$ cat src/rtl/delay_meter_if.sv
// Handshake bundle for delay_meter: measurement controls in, results out.
interface delay_meter_if #(
  parameter int CNT_WIDTH = 16
);
  logic                 arm;
  logic                 start;
  logic                 stop;
  logic                 busy;
  logic                 valid;
  logic                 timeout;
  logic [CNT_WIDTH-1:0] delay;
  logic [CNT_WIDTH-1:0] delay_min;
  logic [CNT_WIDTH-1:0] delay_max;

  // Stimulus side: drives the markers and arm, observes results.
  modport master (
    output arm, start, stop,
    input  busy, valid, timeout, delay, delay_min, delay_max
  );

  // Meter side.
  modport slave (
    input  arm, start, stop,
    output busy, valid, timeout, delay, delay_min, delay_max
  );
endinterface

$ cat src/rtl/delay_meter.sv
// Path delay meter: counts cycles from a start marker to the matching stop
// marker, averages 2^AVG_LOG2 measurements per batch and reports the batch
// average together with its minimum and maximum. Measurements that reach
// TIMEOUT cycles abandon the batch.
module delay_meter #(
  parameter int CNT_WIDTH = 16,
  parameter int TIMEOUT   = 1000,
  parameter int AVG_LOG2  = 2
) (
  input  logic         clk,
  input  logic         rst,
  delay_meter_if.slave bus
);

  localparam int ACC_W  = CNT_WIDTH + AVG_LOG2;
  localparam int BCNT_W = AVG_LOG2 + 1;
  localparam logic [CNT_WIDTH-1:0] TIMEOUT_C = CNT_WIDTH'(TIMEOUT);
  localparam logic [BCNT_W-1:0]    BATCH_C   = BCNT_W'(2 ** AVG_LOG2);

  typedef enum logic [1:0] {IDLE, WAIT_START, COUNT} state_t;

  state_t               state, state_nxt;
  logic [CNT_WIDTH-1:0] cnt, cnt_nxt;
  logic [ACC_W-1:0]     acc, acc_nxt;
  logic [BCNT_W-1:0]    bcnt, bcnt_nxt;
  logic [CNT_WIDTH-1:0] run_min, run_min_nxt;
  logic [CNT_WIDTH-1:0] run_max, run_max_nxt;
  logic [CNT_WIDTH-1:0] delay_q, delay_nxt;
  logic [CNT_WIDTH-1:0] min_q, min_nxt;
  logic [CNT_WIDTH-1:0] max_q, max_nxt;
  logic                 valid_q, valid_nxt;
  logic                 timeout_q, timeout_nxt;

  logic                 rec_en;
  logic [CNT_WIDTH-1:0] rec_val;
  logic [ACC_W-1:0]     acc_sum;
  logic [BCNT_W-1:0]    bcnt_sum;
  logic [CNT_WIDTH-1:0] min_upd;
  logic [CNT_WIDTH-1:0] max_upd;

  // Truncating batch average; the accumulator is sized so the sum never wraps.
  function automatic logic [CNT_WIDTH-1:0] batch_avg(input logic [ACC_W-1:0] sum);
    return CNT_WIDTH'(sum >> AVG_LOG2);
  endfunction

  function automatic logic [CNT_WIDTH-1:0] umin(input logic [CNT_WIDTH-1:0] a,
                                                input logic [CNT_WIDTH-1:0] b);
    return (a < b) ? a : b;
  endfunction

  function automatic logic [CNT_WIDTH-1:0] umax(input logic [CNT_WIDTH-1:0] a,
                                                input logic [CNT_WIDTH-1:0] b);
    return (a > b) ? a : b;
  endfunction

  // A measurement taken in WAIT_START (start and stop together) is zero cycles.
  assign rec_val  = (state == COUNT) ? cnt : '0;
  assign acc_sum  = acc + ACC_W'(rec_val);
  assign bcnt_sum = bcnt + BCNT_W'(1);
  assign min_upd  = umin(run_min, rec_val);
  assign max_upd  = umax(run_max, rec_val);

  // Next-state and result logic; arm overrides every other event.
  always_comb begin
    state_nxt   = state;
    cnt_nxt     = cnt;
    acc_nxt     = acc;
    bcnt_nxt    = bcnt;
    run_min_nxt = run_min;
    run_max_nxt = run_max;
    delay_nxt   = delay_q;
    min_nxt     = min_q;
    max_nxt     = max_q;
    valid_nxt   = 1'b0;
    timeout_nxt = 1'b0;
    rec_en      = 1'b0;
    if (bus.arm) begin
      state_nxt   = WAIT_START;
      cnt_nxt     = '0;
      acc_nxt     = '0;
      bcnt_nxt    = '0;
      run_min_nxt = '1;
      run_max_nxt = '0;
    end else begin
      unique case (state)
        WAIT_START: begin
          if (bus.start) begin
            if (bus.stop) begin
              rec_en = 1'b1;
            end else begin
              state_nxt = COUNT;
              cnt_nxt   = CNT_WIDTH'(1);
            end
          end
        end
        COUNT: begin
          // Timeout is checked first so a stop on the limit cycle still times out.
          if (cnt == TIMEOUT_C) begin
            timeout_nxt = 1'b1;
            state_nxt   = IDLE;
            cnt_nxt     = '0;
            acc_nxt     = '0;
            bcnt_nxt    = '0;
          end else if (bus.stop) begin
            rec_en = 1'b1;
          end else begin
            cnt_nxt = cnt + CNT_WIDTH'(1);
          end
        end
        default: begin
        end
      endcase
      if (rec_en) begin
        acc_nxt     = acc_sum;
        bcnt_nxt    = bcnt_sum;
        run_min_nxt = min_upd;
        run_max_nxt = max_upd;
        cnt_nxt     = '0;
        if (bcnt_sum == BATCH_C) begin
          state_nxt = IDLE;
          valid_nxt = 1'b1;
          delay_nxt = batch_avg(acc_sum);
          min_nxt   = min_upd;
          max_nxt   = max_upd;
        end else begin
          state_nxt = WAIT_START;
        end
      end
    end
  end

  // State, counters and published results; reset clears everything at once.
  always_ff @(posedge clk or posedge rst) begin
    if (rst) begin
      state     <= IDLE;
      cnt       <= '0;
      acc       <= '0;
      bcnt      <= '0;
      run_min   <= '1;
      run_max   <= '0;
      delay_q   <= '0;
      min_q     <= '0;
      max_q     <= '0;
      valid_q   <= 1'b0;
      timeout_q <= 1'b0;
    end else begin
      state     <= state_nxt;
      cnt       <= cnt_nxt;
      acc       <= acc_nxt;
      bcnt      <= bcnt_nxt;
      run_min   <= run_min_nxt;
      run_max   <= run_max_nxt;
      delay_q   <= delay_nxt;
      min_q     <= min_nxt;
      max_q     <= max_nxt;
      valid_q   <= valid_nxt;
      timeout_q <= timeout_nxt;
    end
  end

  assign bus.busy      = (state != IDLE);
  assign bus.valid     = valid_q;
  assign bus.timeout   = timeout_q;
  assign bus.delay     = delay_q;
  assign bus.delay_min = min_q;
  assign bus.delay_max = max_q;

endmodule

$ cat src/flat_wrapper.sv
// flat-port wrapper written by rule: the top's interface ports become plain ports
module delay_meter_flat 
#(
  parameter int CNT_WIDTH = 16,
  parameter int TIMEOUT   = 1000,
  parameter int AVG_LOG2  = 2
)
  (clk, rst, bus_arm, bus_start, bus_stop, bus_busy, bus_valid, bus_timeout, bus_delay, bus_delay_min, bus_delay_max);
  delay_meter_if #(.CNT_WIDTH(CNT_WIDTH)) bus_i ();
  input  logic clk;
  input  logic rst;
  input wire logic [$bits(bus_i.arm)-1:0] bus_arm;
  input wire logic [$bits(bus_i.start)-1:0] bus_start;
  input wire logic [$bits(bus_i.stop)-1:0] bus_stop;
  output wire logic [$bits(bus_i.busy)-1:0] bus_busy;
  output wire logic [$bits(bus_i.valid)-1:0] bus_valid;
  output wire logic [$bits(bus_i.timeout)-1:0] bus_timeout;
  output wire logic [$bits(bus_i.delay)-1:0] bus_delay;
  output wire logic [$bits(bus_i.delay_min)-1:0] bus_delay_min;
  output wire logic [$bits(bus_i.delay_max)-1:0] bus_delay_max;
  assign bus_i.arm = bus_arm;
  assign bus_i.start = bus_start;
  assign bus_i.stop = bus_stop;
  assign bus_busy = bus_i.busy;
  assign bus_valid = bus_i.valid;
  assign bus_timeout = bus_i.timeout;
  assign bus_delay = bus_i.delay;
  assign bus_delay_min = bus_i.delay_min;
  assign bus_delay_max = bus_i.delay_max;
  delay_meter #(.CNT_WIDTH(CNT_WIDTH), .TIMEOUT(TIMEOUT), .AVG_LOG2(AVG_LOG2)) u_core (.clk(clk), .rst(rst), .bus(bus_i));
endmodule
$ cat config.mk
export PLATFORM = sky130hd
export DESIGN_NAME = delay_meter_flat
export DESIGN_NICKNAME = d
export VERILOG_FILES = /design/src/rtl/delay_meter_if.sv /design/src/rtl/delay_meter.sv /design/src/flat_wrapper.sv
export SDC_FILE = /design/constraint.sdc
export NUM_CORES = 1
export LEC_CHECK = 0
export CORE_MARGIN = 2
export CORE_UTILIZATION = 55
export DETAILED_ROUTE_END_ITERATION = 8
export GPL_ROUTABILITY_DRIVEN = 0
export PLACE_DENSITY = 0.76
export SLEW_MARGIN = 40
export SYNTH_ARGS = -nofsm -noshare
export SYNTH_HDL_FRONTEND = slang
export SYNTH_SLANG_ARGS = --single-unit
$ cat constraint.sdc
create_clock -name clk -period 5.6 [get_ports clk]
set_input_delay 1.12 -clock clk [delete_from_list [all_inputs] [get_ports clk]]
set_output_delay 1.12 -clock clk [all_outputs]
set_load 0.03 [all_outputs]
==> reports/metrics.cfg, run 1 <==
[timing]
setup_viol=0
fmax_mhz=259
worst_pin_slew_ns=0.827
finalHoldViolCount=0
rsz0062_at_grt=false
whs_ns=0.486
fin_crit_sh=0.689
min_period_ns=3.86
setup_tns_ns=0
finClkSkew_ns=0.00730
slew_headroom=0.448
report.final.slew_viol_count=0

[placement]
portBuffers=55
placedCellCount=912
hpwl_um=12700

[hold_path]
hold_class=register to register
holdPathStages=2
worstHoldStart=u_core.bus.delay[2]
hold_end=u_core.bus.delay[2]

[drt]
vias=5762
wl_per_cell_um=19.2
wirelength_um=18100
dr.pass1.iters=5
drc=0
drtAntennaViolNets=0
vias_per_cell=6.10
drt_iter0_drc=398

[clocking]
cts_tree=built
clk_latency_ns=0.43
cts_hold_buf=0
postCtsSetupBuffers=0
cts_buffer_depth=2
htreeDepth=4
post_cts_resized=0
cts-buffers-inserted=17
clkSinkCount=121
cts.clk_slew.worst_paths_ns=0.06
cts_root_buffer=clkbuf_16

[critical_path]
crit_chain=inv_1, ha_2, nand2_1, ha_1, nand4_1, nor3_1, o211a_1, a211oi_4, buf_4, a21oi_4, a2bb2oi_1
rr_worst_depth=11
cp.depth=11
critPathRequiredTime_ns=5.94
cp-startpoint=u_core.state[0]
r2r-end=u_core.run_min[13]
rrSetupSlack_ns=1.74
cpPeakStageDelay_ns=0.54
critPathKind=register to register
end_kind=register
r2r_start=u_core.state[0]
critPathSlowestCell=a21oi_4
cp.arrival_ns=4.20
crit_family=compound AO/OA/AOI/OAI gates
path_buf_inv=2
start_kind=register
critPathMaxFanout=24

[floorplanning]
dieArea_mm2=0.0140
pin_count=56
placementRows=41
die_h_um=118
die_x_um=118
start_util=0.567
core_mm2=0.0127

[yosys]
yosysTopAreaCell=dfrtp_1
synth_edf_count=0
synth_cell_types=81
synthCells=717
netlist_area_mm2=0.00719
synth_warnings=0
avgSynthCellArea_um2=10.0
synth_area_leaders=dfrtp_1, ha_1, dfstp_2, nand2_1, xnor2_1
synth.most_common_cell=dfrtp_1
synth_top_cell_area_share=0.365
synth_ff_type=dfrtp_1
syn_nets=774
yosysSeqAreaShare=0.424
synthTopCellsByCount=dfrtp_1, nand2_1, ha_1, nor2_1, o21ai_0
ys_ff_latch=121
ys_async_sr_fraction=1.00

[power]
p_leak_nw=3.72
power.density_mw_per_mm2=314
ir_drop_uv=224

[layout]
diodes=0
drive_above_1_share=0.122
area_delta_synth_final_pct=17.7
stdcell_count=944
nets=816

[global_route]
overflow=0
grt_start_max_net_pins=86
antenna_found_initial=0
grt_pass1_vias=5922
grtUsageTotal=0.273
grt_first_pass_wirelength_um=30100

[flow_run]
drv_cap=0

[outcome]
status=complete, no violations

## logic make-up after synthesis
group,after synthesis,synth area share
flip-flops,121,0.424
AND/OR/NAND/NOR,209,0.148
multiplexers,25,0.0360
AO/OA/AOI/OAI,214,0.222
adder cells (fa/ha/maj),53,0.0929
buffers and inverters,69,0.0463
XOR/XNOR,26,0.0317
## flip-flops by register name (all words and copies together), names as in the netlist
register	flops
u_core.acc	18
u_core.bcnt	3
u_core.bus.delay	16
u_core.bus.delay_max	16
u_core.bus.delay_min	16
u_core.bus.timeout	1
u_core.bus.valid	1
u_core.cnt	16
u_core.run_max	16
u_core.run_min	16
u_core.state	2
## where the power goes
group          switching (mW)  total [mW]  internal [mW]
Clock                   0.392        1.21          0.813
Sequential             0.0485       0.986          0.938
Combinational           0.297       0.462          0.165
## worst register-to-register path, delay by kind of cell (launching register included)
kind | cells | cell delay (ns)
fa+ha+maj | 2 | 0.92
compound gates | 4 | 1.19
simple gates | 3 | 0.92
flops | 1 | 0.37
buf+inv | 2 | 0.36
## through the flow
step / area [um2] / total power, mW / setup WS [ns] / utilization
6_report: 8460 / 2.65 / 1.74 / 0.668
5_1_grt: 8460 / 2.75 / 1.55 / 0.668
4_1_cts: 8460 / 2.65 / 1.45 / 0.668
3_5_place_dp: 7810 / 1.45 / 1.53 / 0.616
3_3_place_gp: 7790 / 1.42 / 1.77 / 0.615
2_1_floorplan: 7190 / 1.34 / 1.29 / -
## layout make-up
class / instances / area, um2
inverter: 33 / 131
fill: 994 / 4210
clock inverter: 7 / 135
timing repair buffer: 59 / 578
tap: 172 / 215
multi-input combinational: 527 / 3840
clock buffer: 25 / 515
sequential: 121 / 3050
## cell usage in the layout, fill, tap and decap left out, drive strengths merged, types with 6 or more instances in the layout
cell             n
dfrtp          105
clkbuf          25
xnor2           21
a31oi           19
a21o            11
a21oi           30
dfstp           16
inv             33
nor2            48
nor3            14
nand3           28
mux2i           18
a2bb2oi         17
o21ai           62
a22o            12
mux2             7
clkdlybuf4s50   55
and2             6
and3             6
ha              51
o2bb2ai         18
o31ai            6
or3              6
nand2           71
## routing by layer
layer / part of all wire / vias to the layer above / global-route usage
met4: 0.029 / 0 / 0.107
met1: 0.43 / 2827 / 0.348
met5: 0 / - / 0
met3: 0.056 / 47 / 0.0690
li1: - / 2699 / -
met2: 0.49 / 189 / 0.445
## worst max-delay path by stage
stage                    endpoint  slack, ns
3_5_place_dp   u_core.run_min[12]       1.53
6_report       u_core.run_min[13]       1.74
2_1_floorplan       u_core.acc[0]       1.29
4_1_cts        u_core.run_min[10]       1.45
5_1_grt        u_core.run_min[10]       1.55
3_3_place_gp   u_core.run_min[15]       1.77
Note: power is estimated with default switching activity, not from simulation.
==> run 2: changes to the inputs <==
CORE_UTILIZATION = 53   (was 55)
clock period = 3.3 ns   (was 5.6 ns; I/O delays follow)
==> run 2 against run 1 <==
  * Worst hold slack got worse by 0.0078 ns
  * Design area rose by 2.1%
  * Wire length rose by 1.4%
  * Via count rose by 2.3%
  * Core utilization fell by 1.6 points
  * Power rose by 64%
  * First-iteration DRC count rose by 24%
  * Non-clock buffer count rose by 21
  * Combinational power rose by 86%
  * Setup slack got worse by 1.7 ns
  * Sequential cell count did not move
  * Clock skew rose by 0.00099 ns
  * Largest cell class unchanged
  * Highest routed layer unchanged
==> reports/metrics.cfg, run 2 (synthesis gave the netlist of run 1 again) <==
[drt]
drc=0
dr.pass1.iters=6
drtAntennaViolNets=0
drt_iter0_drc=494
vias=5894
wl_per_cell_um=18.9
wirelength_um=18400
vias_per_cell=6.08

[placement]
hpwl_um=12700
post-place-ws_ns=0.0364
placedCellCount=934
place_area_mm2=0.00799
portBuffers=55

[timing]
report.final.slew_viol_count=0
setup_ws_ns=0.0928
slew_headroom=0.485
worst_pin_slew_ns=0.772
finalHoldViolCount=0
min_period_ns=3.21
whs_ns=0.478
setup_viol=0
setup_tns_ns=0
fin_crit_sh=0.972
fmax_mhz=312
rsz0062_at_grt=true
finClkSkew_ns=0.00830

[flow_run]
drv_cap=0

[critical_path]
critPathKind=register to register
end_kind=register
rrSetupSlack_ns=0.09
start_kind=register
cp.arrival_ns=3.50
cp-startpoint=u_core.state[0]
critPathRequiredTime_ns=3.59
r2r-end=u_core.bus.delay_max[10]
r2r_start=u_core.state[0]
critPathMaxFanout=24
critPathCapture=u_core.bus.delay_max[10]
rr_worst_depth=12

[layout]
drive_above_1_share=0.150
final_cell_mix=dfrtp_1, nand2_1, clkdlybuf4s50_1, ha_1, nor2_1
stdcell_area_mm2=0.00864
stdcell_count=970
largest_reg_flops=18
nets=838
diodes=0
num-fill-cells=1040
layout_commonest_cell=dfrtp_1
regMostFlops=u_core.acc
final_util=0.652
area_delta_synth_final_pct=20.1

[clocking]
cts_hold_buf=0
htreeDepth=4
clk_latency_ns=0.43
cts_root_buffer=clkbuf_16
cts_buffer_depth=2
cts.clk_slew.worst_paths_ns=0.05
cts_tree=built
cts-buffers-inserted=17
clkSinkCount=121

[floorplanning]
die_x_um=120
start_util=0.543
pin_count=56
die_h_um=120
placementRows=42
dieArea_mm2=0.0145
core_mm2=0.0132

[power]
p_leak_nw=3.82
power.density_mw_per_mm2=505
ir_drop_uv=394
power_mw=4.36

[global_route]
grtUsageTotal=0.264
grt_first_pass_wirelength_um=29900
antenna_found_initial=0
overflow=0
grt_start_max_net_pins=122
grt_pass1_vias=5954

[outcome]
status=complete, no violations

[hold_path]
hold_class=register to register

==> run 2: changes by cell type in the layout (fill, tap and decap cells not counted), moves of 2 or more <==
cell / change
buf_12: +3
buf_4: +18
bufinv_16: -2
clkbuf_8: -2
clkinv_2: +2
clkinvlp_4: +2
nand2_1: -2
nand2_2: +2
==> run 2: final cells by class <==
| cell class | count | area, um2 | area share |
|---|---|---|---|
| Inverter | 33 | 128 | 0.0148 |
| Sequential cell | 121 | 3050 | 0.353 |
| Clock buffer | 24 | 492 | 0.0569 |
| Tap cell | 176 | 220 | 0.0255 |
| Timing Repair Buffer | 80 | 779 | 0.0902 |
| Multi-Input combinational cell | 528 | 3880 | 0.449 |
| Clock inverter | 8 | 92.6 | 0.0107 |
==> run 2: worst max-delay path, stage by stage (launching register included) <==
cell	delay (ns)
dfrtp_1	0.38
inv_1	0.11
ha_1	0.20
buf_12	0.17
nand2_1	0.17
ha_1	0.35
and4_1	0.22
and4_4	0.26
or4b_4	0.53
nor2b_1	0.16
buf_4	0.20
o21ai_0	0.21
a31oi_1	0.11
==> run 2: worst min path at each step <==
stage | cells after the start | start | endpoint | slack [ns]
final | 2 | u_core.bus.delay[6] | u_core.bus.delay[6] | 0.48
after global placement | 2 | u_core.bus.delay[2] | u_core.bus.delay[2] | 0.46
after CTS | 2 | u_core.bus.delay[2] | u_core.bus.delay[2] | 0.49
after detailed placement | 2 | u_core.bus.delay[2] | u_core.bus.delay[2] | 0.47
after floorplan | 2 | u_core.acc[3] | u_core.acc[3] | 0.46
after global routing | 2 | u_core.bus.delay_min[4] | u_core.bus.delay_min[4] | 0.51
==> run 2: what timing repair did <==
action,in CTS,in global routing
setup endpoints to repair,0,41
setup buffers,0,3
gates resized for setup,0,8
==> run 2: power by group <==
part / switching (mW) / leakage [nW] / internal (mW)
logic: 0.531 / 1.90 / 0.327
registers: 0.0682 / 1.63 / 1.59
clock network: 0.664 / 0.290 / 1.18
total: 1.26 / 3.82 / 3.10
==> run 2: routing by layer <==
layer	vias up	global-route usage	wire [um]
li1	2771	-	-
met1	2859	0.335	7950
met2	215	0.427	8860
met3	49	0.0717	1010
met4	0	0.111	543
met5	-	0	0
==> run 3: changes to the inputs <==
CORE_ASPECT_RATIO = 0.5   (was not set)
SKIP_LAST_GASP = 1   (was not set)
==> run 3 against run 2 <==
  * First-iteration DRC count is 1.6% lower
  * Non-clock buffer count is 48 higher
  * Critical path type unchanged
  * Register-to-register slack worse by 0.05 ns
  * Worst hold slack worse by 0.0015 ns
==> reports/metrics.cfg, run 3 (synthesis gave the netlist of run 1 again) <==
[drt]
wirelength_um=19600
vias=6231
wl_per_cell_um=19.2
dr.pass1.iters=5
drc=0
drtAntennaViolNets=0
vias_per_cell=6.11
drt_iter0_drc=486

[timing]
report.final.slew_viol_count=0
min_period_ns=3.25
worst_pin_slew_ns=0.678
slew_headroom=0.548
fin_crit_sh=0.986
finalHoldViolCount=0
setup_viol=0
finClkSkew_ns=0.00864
fmax_mhz=307

[clocking]
clk_latency_ns=0.42
cts_buffer_depth=2
cts.clk_slew.worst_paths_ns=0.06
cts_hold_buf=0
htreeDepth=4
clkSinkCount=121
cts_root_buffer=clkbuf_16
cts-buffers-inserted=17
cts_tree=built

[critical_path]
critPathMaxFanout=14
critPathRequiredTime_ns=3.63
r2r_start=u_core.state[0]
end_kind=register
cp-startpoint=u_core.state[0]
cp.arrival_ns=3.58
critPathKind=register to register
start_kind=register

[floorplanning]
start_util=0.537
dieArea_mm2=0.0146
placementRows=30
pin_count=56
die_x_um=169
die_h_um=86.4
core_mm2=0.0134

[global_route]
grt_pass1_vias=6047
grt_start_max_net_pins=122
overflow=0
grtUsageTotal=0.269
grt_first_pass_wirelength_um=30500
antenna_found_initial=0

[power]
intPower_mw=3.14
p_seq_frac=0.371
power.density_mw_per_mm2=494
p_leak_nw=4.05
pwr-share-clk=0.419
p_sw_mw=1.34
combinationalPowerShare=0.210
netSwitchingFraction=0.298
ir_drop_uv=273

[layout]
num-fill-cells=1020
final_cell_mix=dfrtp_1, nand2_1, buf_4, clkdlybuf4s50_1, ha_1
diodes=0
nets=887
stdcell_count=1019
largest_reg_flops=18
layout_commonest_cell=dfrtp_1
area_delta_synth_final_pct=26.1
regMostFlops=u_core.acc
drive_above_1_share=0.199
final_util=0.677

[flow_run]
drv_cap=0

[placement]
hpwl_um=13300
placedCellCount=981
portBuffers=55

[outcome]
status=complete, no violations

[hold_path]
worstHoldStart=u_core.bus.delay_min[15]
hold_class=register to register

run 3: changes by cell type in the layout (fill, tap and decap cells not counted), moves of 2 or more:
| cell | delta |
|---|---|
| ha_1 | -2 |
| buf_4 | +46 |
| buf_12 | +2 |
| clkinvlp_4 | +3 |
| clkbuf_8 | -4 |
| ha_4 | +2 |
run 3: worst paths after layout:
kind | depth (start not counted) | to | slack (ns)
hold / removal | 2 | u_core.bus.delay_min[15] | 0.48
min in group asynchronous | 3 | u_core.bus.delay[0] | 0.78
setup reg to reg | 12 | u_core.run_max[12] | 0.05
max in group asynchronous | 3 | u_core.acc[15] | 2.01
hold reg to reg | 2 | u_core.bus.delay_min[15] | 0.48
setup / recovery | 12 | u_core.run_max[12] | 0.05
run 3: power groups by stage:
stage / clock (mW) / combinational (mW) / sequential [mW]
after detailed placement: 0 / 0.863 / 1.68
final: 1.88 / 0.939 / 1.66
after floorplan: 0 / 0.620 / 1.66
after global routing: 1.96 / 1.02 / 1.67
after global placement: 0 / 0.838 / 1.68
after CTS: 1.88 / 0.871 / 1.66
run 3: layout make-up:
cell class	count	area, um2	share of cell area
well taps	176	220	0.0243
flip-flops and latches	121	3050	0.336
clock inverters	13	154	0.0170
repair buffers	128	1160	0.128
inverters	33	128	0.0141
multi-input cells	529	3920	0.432
clock buffers	19	433	0.0477
run 3: repair_timing:
item | CTS | global route
resized for setup | 0 | 9
endpoints found under the setup margin | 1 | 54
gates cloned | 0 | 2
buffers inserted | 0 | 4
pin swaps | 1 | 5
run 3: per-layer routing:
layer | track usage | up-vias | wire (um) | share of wire
li1 | - | 2870 | - | -
met2 | 0.419 | 242 | 8660 | 0.44
met5 | 0 | - | 0 | 0
met4 | 0.0901 | 0 | 452 | 0.023
met1 | 0.371 | 3069 | 8960 | 0.46
met3 | 0.0658 | 50 | 1520 | 0.077
run 3: per-stage QoR:
stage                     power [mW]  cell area (um2)  setup TNS [ns]  worst slack [ns]  hold WS [ns]
after CTS                       4.41             8930               0           0.00990         0.484
final                           4.48             9070               0            0.0474         0.476
after floorplan                 2.28             7200               0           0.00909         0.456
after global placement          2.51             8340               0             0.145         0.458
after global routing            4.65             9070          -0.146           -0.0531         0.506
after detailed placement        2.55             8340               0            0.0627         0.472
run 3: critical path: stages, from the launching register on:
cell and delay, ns:
dfrtp_1 0.39, inv_1 0.13, ha_4 0.18, buf_4 0.16
nand2_1 0.15, ha_1 0.36, and4_1 0.25, and4_4 0.24
or4b_4 0.55, o211ai_4 0.22, nand3_4 0.15, buf_12 0.19
o2bb2ai_1 0.19
==> RTL edit 1, RTL diff (flow settings as in run 3) <==
Re-encode `state_t` (3 states) as one-hot, 3 bits wide.
--- a/src/rtl/delay_meter.sv
+++ b/src/rtl/delay_meter.sv
@@ -18,5 +18,5 @@
   localparam logic [BCNT_W-1:0]    BATCH_C   = BCNT_W'(2 ** AVG_LOG2);
 
-  typedef enum logic [1:0] {IDLE, WAIT_START, COUNT} state_t;
+  typedef enum logic [2:0] {IDLE = 3'b001, WAIT_START = 3'b010, COUNT = 3'b100} state_t;
 
   state_t               state, state_nxt;
Behaviour: no difference found for any inputs over 10 cycles, from zero or initial values and one cycle with rst high; not proved beyond that.
==> RTL edit 1 against run 3 <==
  * The run now ends with DRC left
  * Sequential cell count grew 1
  * Final cell count shrank 2.8%
  * Maximum frequency grew 4.1%
  * Synthesized cell count grew 3.5%
  * Wire length shrank 7.0%
  * Design area shrank 5.9%
  * Synthesized area shrank 1.7%
  * Critical path depth grew 1
  * Setup slack gained 130 ps
Power is not compared: it rests on default switching activity, and its combinational part moved more than twofold at a synthesized area within 25%.
==> RTL edit 1: results (changes against run 3) <==
- Status: finished, violations left
- Failing checks: DRC
- GR met3 Demand/Resource: 5.26% (-1.3 points)
- Cells after DPL: 955 (-2.7%)
- Sink Count: 122 (+0.83%)
- Sequential share of power: between 40% and 50%
- Buffers, non-clock: 79 (-38%)
- Worst clock skew: 11.2 ps (+2.59 ps)
- Non-Clock Inverter Count: 32 (-3.0%)
- Dpl cell area: 7860 µm² (-5.7%)
- Port-buffer cells: 55 (unchanged)
- Total number of vias: 5,983 (-4.0%)
- Multi-input combinational cell count: 555 (+4.9%)
- Worst R2R Setup Slack: 180 ps (+130 ps)
- Post-synthesis sequential area ratio: 43.5% (+1.1 points)
- Largest reg by FF count: u_core.acc
- Critical Path Fanout Max: 15 (+1)
- Iter 0 DRT Violations: 582 (+20%)
- Synth-to-layout area growth: 20.7%
- GRT Resource Usage Total: 26.6% (-0.29 points)
- R2r worst-path depth: 13 (+1)
- Drc violations: 5 (+5)
- Pre-CTS setup slack: 49.9 ps (-12.8 ps)
- Synth area leaders: dfrtp_1 37%, ha_1 8.5%, mux2i_1 6.8%
- Syn Inst Count: 742 (+3.5%)
- 1st-pass router iterations: 7 (+2)
- Multi-input combinational area share: 44.0% (+0.73 points)
- Tapcell Cnt: 170 (-3.4%)
- Top cells by count, synth: 107 x nand2_1, 105 x dfrtp_1, 94 x o21ai_0
- Fillers: 1,008 (-1.2%)
- Clk tree area frac: 7.01% (+0.54 points)
- Net Switching: 1.03 mW
- Syn Nets: 796 (+2.8%)
- Largest net degree at the start of global routing: 72 (-41%)
- Grt met2 use: 40.2% (-1.6 points)
- Antenna Cells: 0 (unchanged)
- WL met2: 7910 µm (-8.7%)
- First-pass GRT wire length: 29,800 µm (-2.3%)
- Reg area: 3070 µm² (+0.86%)
- CP peak stage delay: 420 ps (-130 ps)
- Number of global-route vias before repair: 5,640 (-6.7%)
- Met3 WL: 1220 µm (-20%)
- Worst slew pin tran: 612 ps (-65.7 ps)
- Worst EP arrival: 3420 ps (-160 ps)
- Detailed Route WL: 18,200 µm (-7.0%)
- Buffering overhead: 9.05% (-3.8 points)
- Layout cells sized above 1: 12.8% (-7.1 points)
- CP startpoint: u_core.state[2]$_DFFE_PP0P_
- CP delay by family, top: compound AO/OA/AOI/OAI gates
- CP max stage cell: dfrtp_1
- M1 wire length: 8810 µm (-1.6%)
- Clkbuf count: 20 (+1)
- WHS: 479 ps (+2.31 ps)
- DR WL/cell: 18.4 µm (-4.2%)
- Bufs on Longest Clock Path: 2 (unchanged)
- Num CTS Buffers: 17 (unchanged)
- Met1 usage: 39.1% (+1.9 points)
- Post-DP HPWL: 12,400 µm (-6.7%)
- Final Net Count: 861 (-2.9%)
- RR Endpoint: u_core.bus.delay_max[1]$_DFFE_PP0P_
[RTL edit 1: worst max path at each step]
stage / to / slack (ps) / cells past startpoint
2_1_floorplan: u_core.bus.delay_max[14]$_DFFE_PP0P_ / 50 / 12
3_3_place_gp: u_core.bus.delay[10]$_DFFE_PP0P_ / 120 / 13
3_5_place_dp: u_core.bus.delay[10]$_DFFE_PP0P_ / 50 / 13
4_1_cts: u_core.bus.delay[10]$_DFFE_PP0P_ / 30 / 13
5_1_grt: u_core.bus.delay_max[5]$_DFFE_PP0P_ / 4 / 13
6_report: u_core.bus.delay_max[1]$_DFFE_PP0P_ / 180 / 13
[RTL edit 1: what timing repair did]
| action | in CTS | in global routing |
|---|---|---|
| pin swaps | 0 | 3 |
| setup endpoints to repair | 2 | 61 |
| resized for setup | 1 | 19 |
| buffers inserted | 0 | 3 |
[RTL edit 1: cell families after synthesis]
logic type,synth area share [%]
fa+ha+maj,8.94
mux,7.70
buf+inv,4.02
flops,43.5
compound gates,15.3
xor+xnor,2.60
simple gates,17.9
==> RTL edit 2, RTL diff (settings of run 3) <==
Made on the original files. `AVG_LOG2` is set to 2 in 2 places; all go to 1. Comments in the files are not updated.
--- a/src/rtl/delay_meter.sv
+++ b/src/rtl/delay_meter.sv
@@ -6,5 +6,5 @@
   parameter int CNT_WIDTH = 16,
   parameter int TIMEOUT   = 1000,
-  parameter int AVG_LOG2  = 2
+  parameter int AVG_LOG2  = 1
 ) (
   input  logic         clk,
--- a/src/flat_wrapper.sv
+++ b/src/flat_wrapper.sv
@@ -4,5 +4,5 @@
   parameter int CNT_WIDTH = 16,
   parameter int TIMEOUT   = 1000,
-  parameter int AVG_LOG2  = 2
+  parameter int AVG_LOG2  = 1
 )
   (clk, rst, bus_arm, bus_start, bus_stop, bus_busy, bus_valid, bus_timeout, bus_delay, bus_delay_min, bus_delay_max);
Function: changed (a bounded check fails within 4 cycles, from zero or initial values and one cycle with rst high).
==> RTL edit 2 against run 3 <==
  * The flow now finishes with violations (DRC)
  * Setup slack better by 110 ps
  * Synthesized area shrank 1.6%
  * Wire length grew 0.14%
  * Global-route usage grew 1.9 points
  * Sequential power up 4%
  * Sequential cell count fell by 2
  * Clock skew rose by 5.0 ps
  * Total power rose by 2.8%
  * Design area down 5.7%
  * Critical path type unchanged
  * Critical endpoint is now u_core.bus.delay_max[4]$_DFFE_PP0P_
  * Largest power group unchanged
==> RTL edit 2: results (changes against run 3) <==
- Lkg Pwr: 3.78 nW (-6.8%)
- Failing checks: DRC
- First-pass GRT wire length: 32,300 µm (+5.8%)
- Detailed Route WL: 19,600 µm (+0.14%)
- Met1 usage: 40.3% (+3.2 points)
- 1st-pass router iterations: 7 (+2)
- Dpl cell area: 7930 µm² (-4.9%)
- Pre-CTS setup slack: -14.4 ps (-77.2 ps)
- Top cells by count, synth: 103 x dfrtp_1, 78 x nand2_1, 45 x a21oi_1
- Met3 WL: 1830 µm (+21%)
- GRT Resource Usage Total: 28.8% (+1.9 points)
- Status: finished, violations left
- Hold path endpoint: u_core.bus.delay[3]$_DFFE_PP0P_
- M1 wire length: 9090 µm (+1.5%)
- Syn Nets: 799 (+3.2%)
- Synth area leaders: dfrtp_1 36%, ha_1 7.1%, dfstp_2 5.9%
- Cells after DPL: 963 (-1.8%)
- Worst slew pin tran: 836 ps (+158 ps)
- GR met3 Demand/Resource: 8.26% (+1.7 points)
- Starting Density: 55.1% (+1.4 points)
- Final worst-path cycle share: 95.2% (-3.3 points)
- Non-Filler Instances: 997 (-2.2%)
- CP peak stage delay: 410 ps (-140 ps)
- Worst R2R Setup Slack: 160 ps (+110 ps)
- Largest net degree at the start of global routing: 72 (-41%)
- Critical Path Fanout Max: 12 (-2)
- Via density: 6.39 (+4.5%)
- Cell variety after synth: 80 (-1.2%)
- CP max stage cell: dfrtp_1
- Drc violations: 5 (+5)
RTL edit 2: power groups by stage:
stage / Sequential (mW) / Combinational (mW) / Clock (mW)
6_report: 1.73 / 1.02 / 1.86
4_1_cts: 1.73 / 1.01 / 1.86
3_5_place_dp: 1.76 / 0.994 / 0
5_1_grt: 1.76 / 1.11 / 1.94
2_1_floorplan: 1.85 / 0.561 / 0
3_3_place_gp: 1.75 / 0.972 / 0
RTL edit 2: kinds of logic after synthesis:
family	synth area share [%]
simple gates	14.5
compound gates	24.5
buf+inv	5.02
mux	3.38
flops	42.4
xor+xnor	2.60
fa+ha+maj	7.64
RTL edit 2: layout make-up:
class	count	area, µm²
Multi-Input combinational cell	550	3770
Sequential cell	119	3000
Clock inverter	14	154
Timing Repair Buffer	96	871
Clock buffer	18	429
Fill cell	1008	4300
Tap cell	170	213
Inverter	30	116
RTL edit 2: repair_timing:
item	4_1_cts	5_1_grt
gates resized for setup	0	4
setup buffers	2	0
pin swaps	1	1
setup endpoints to repair	1	20
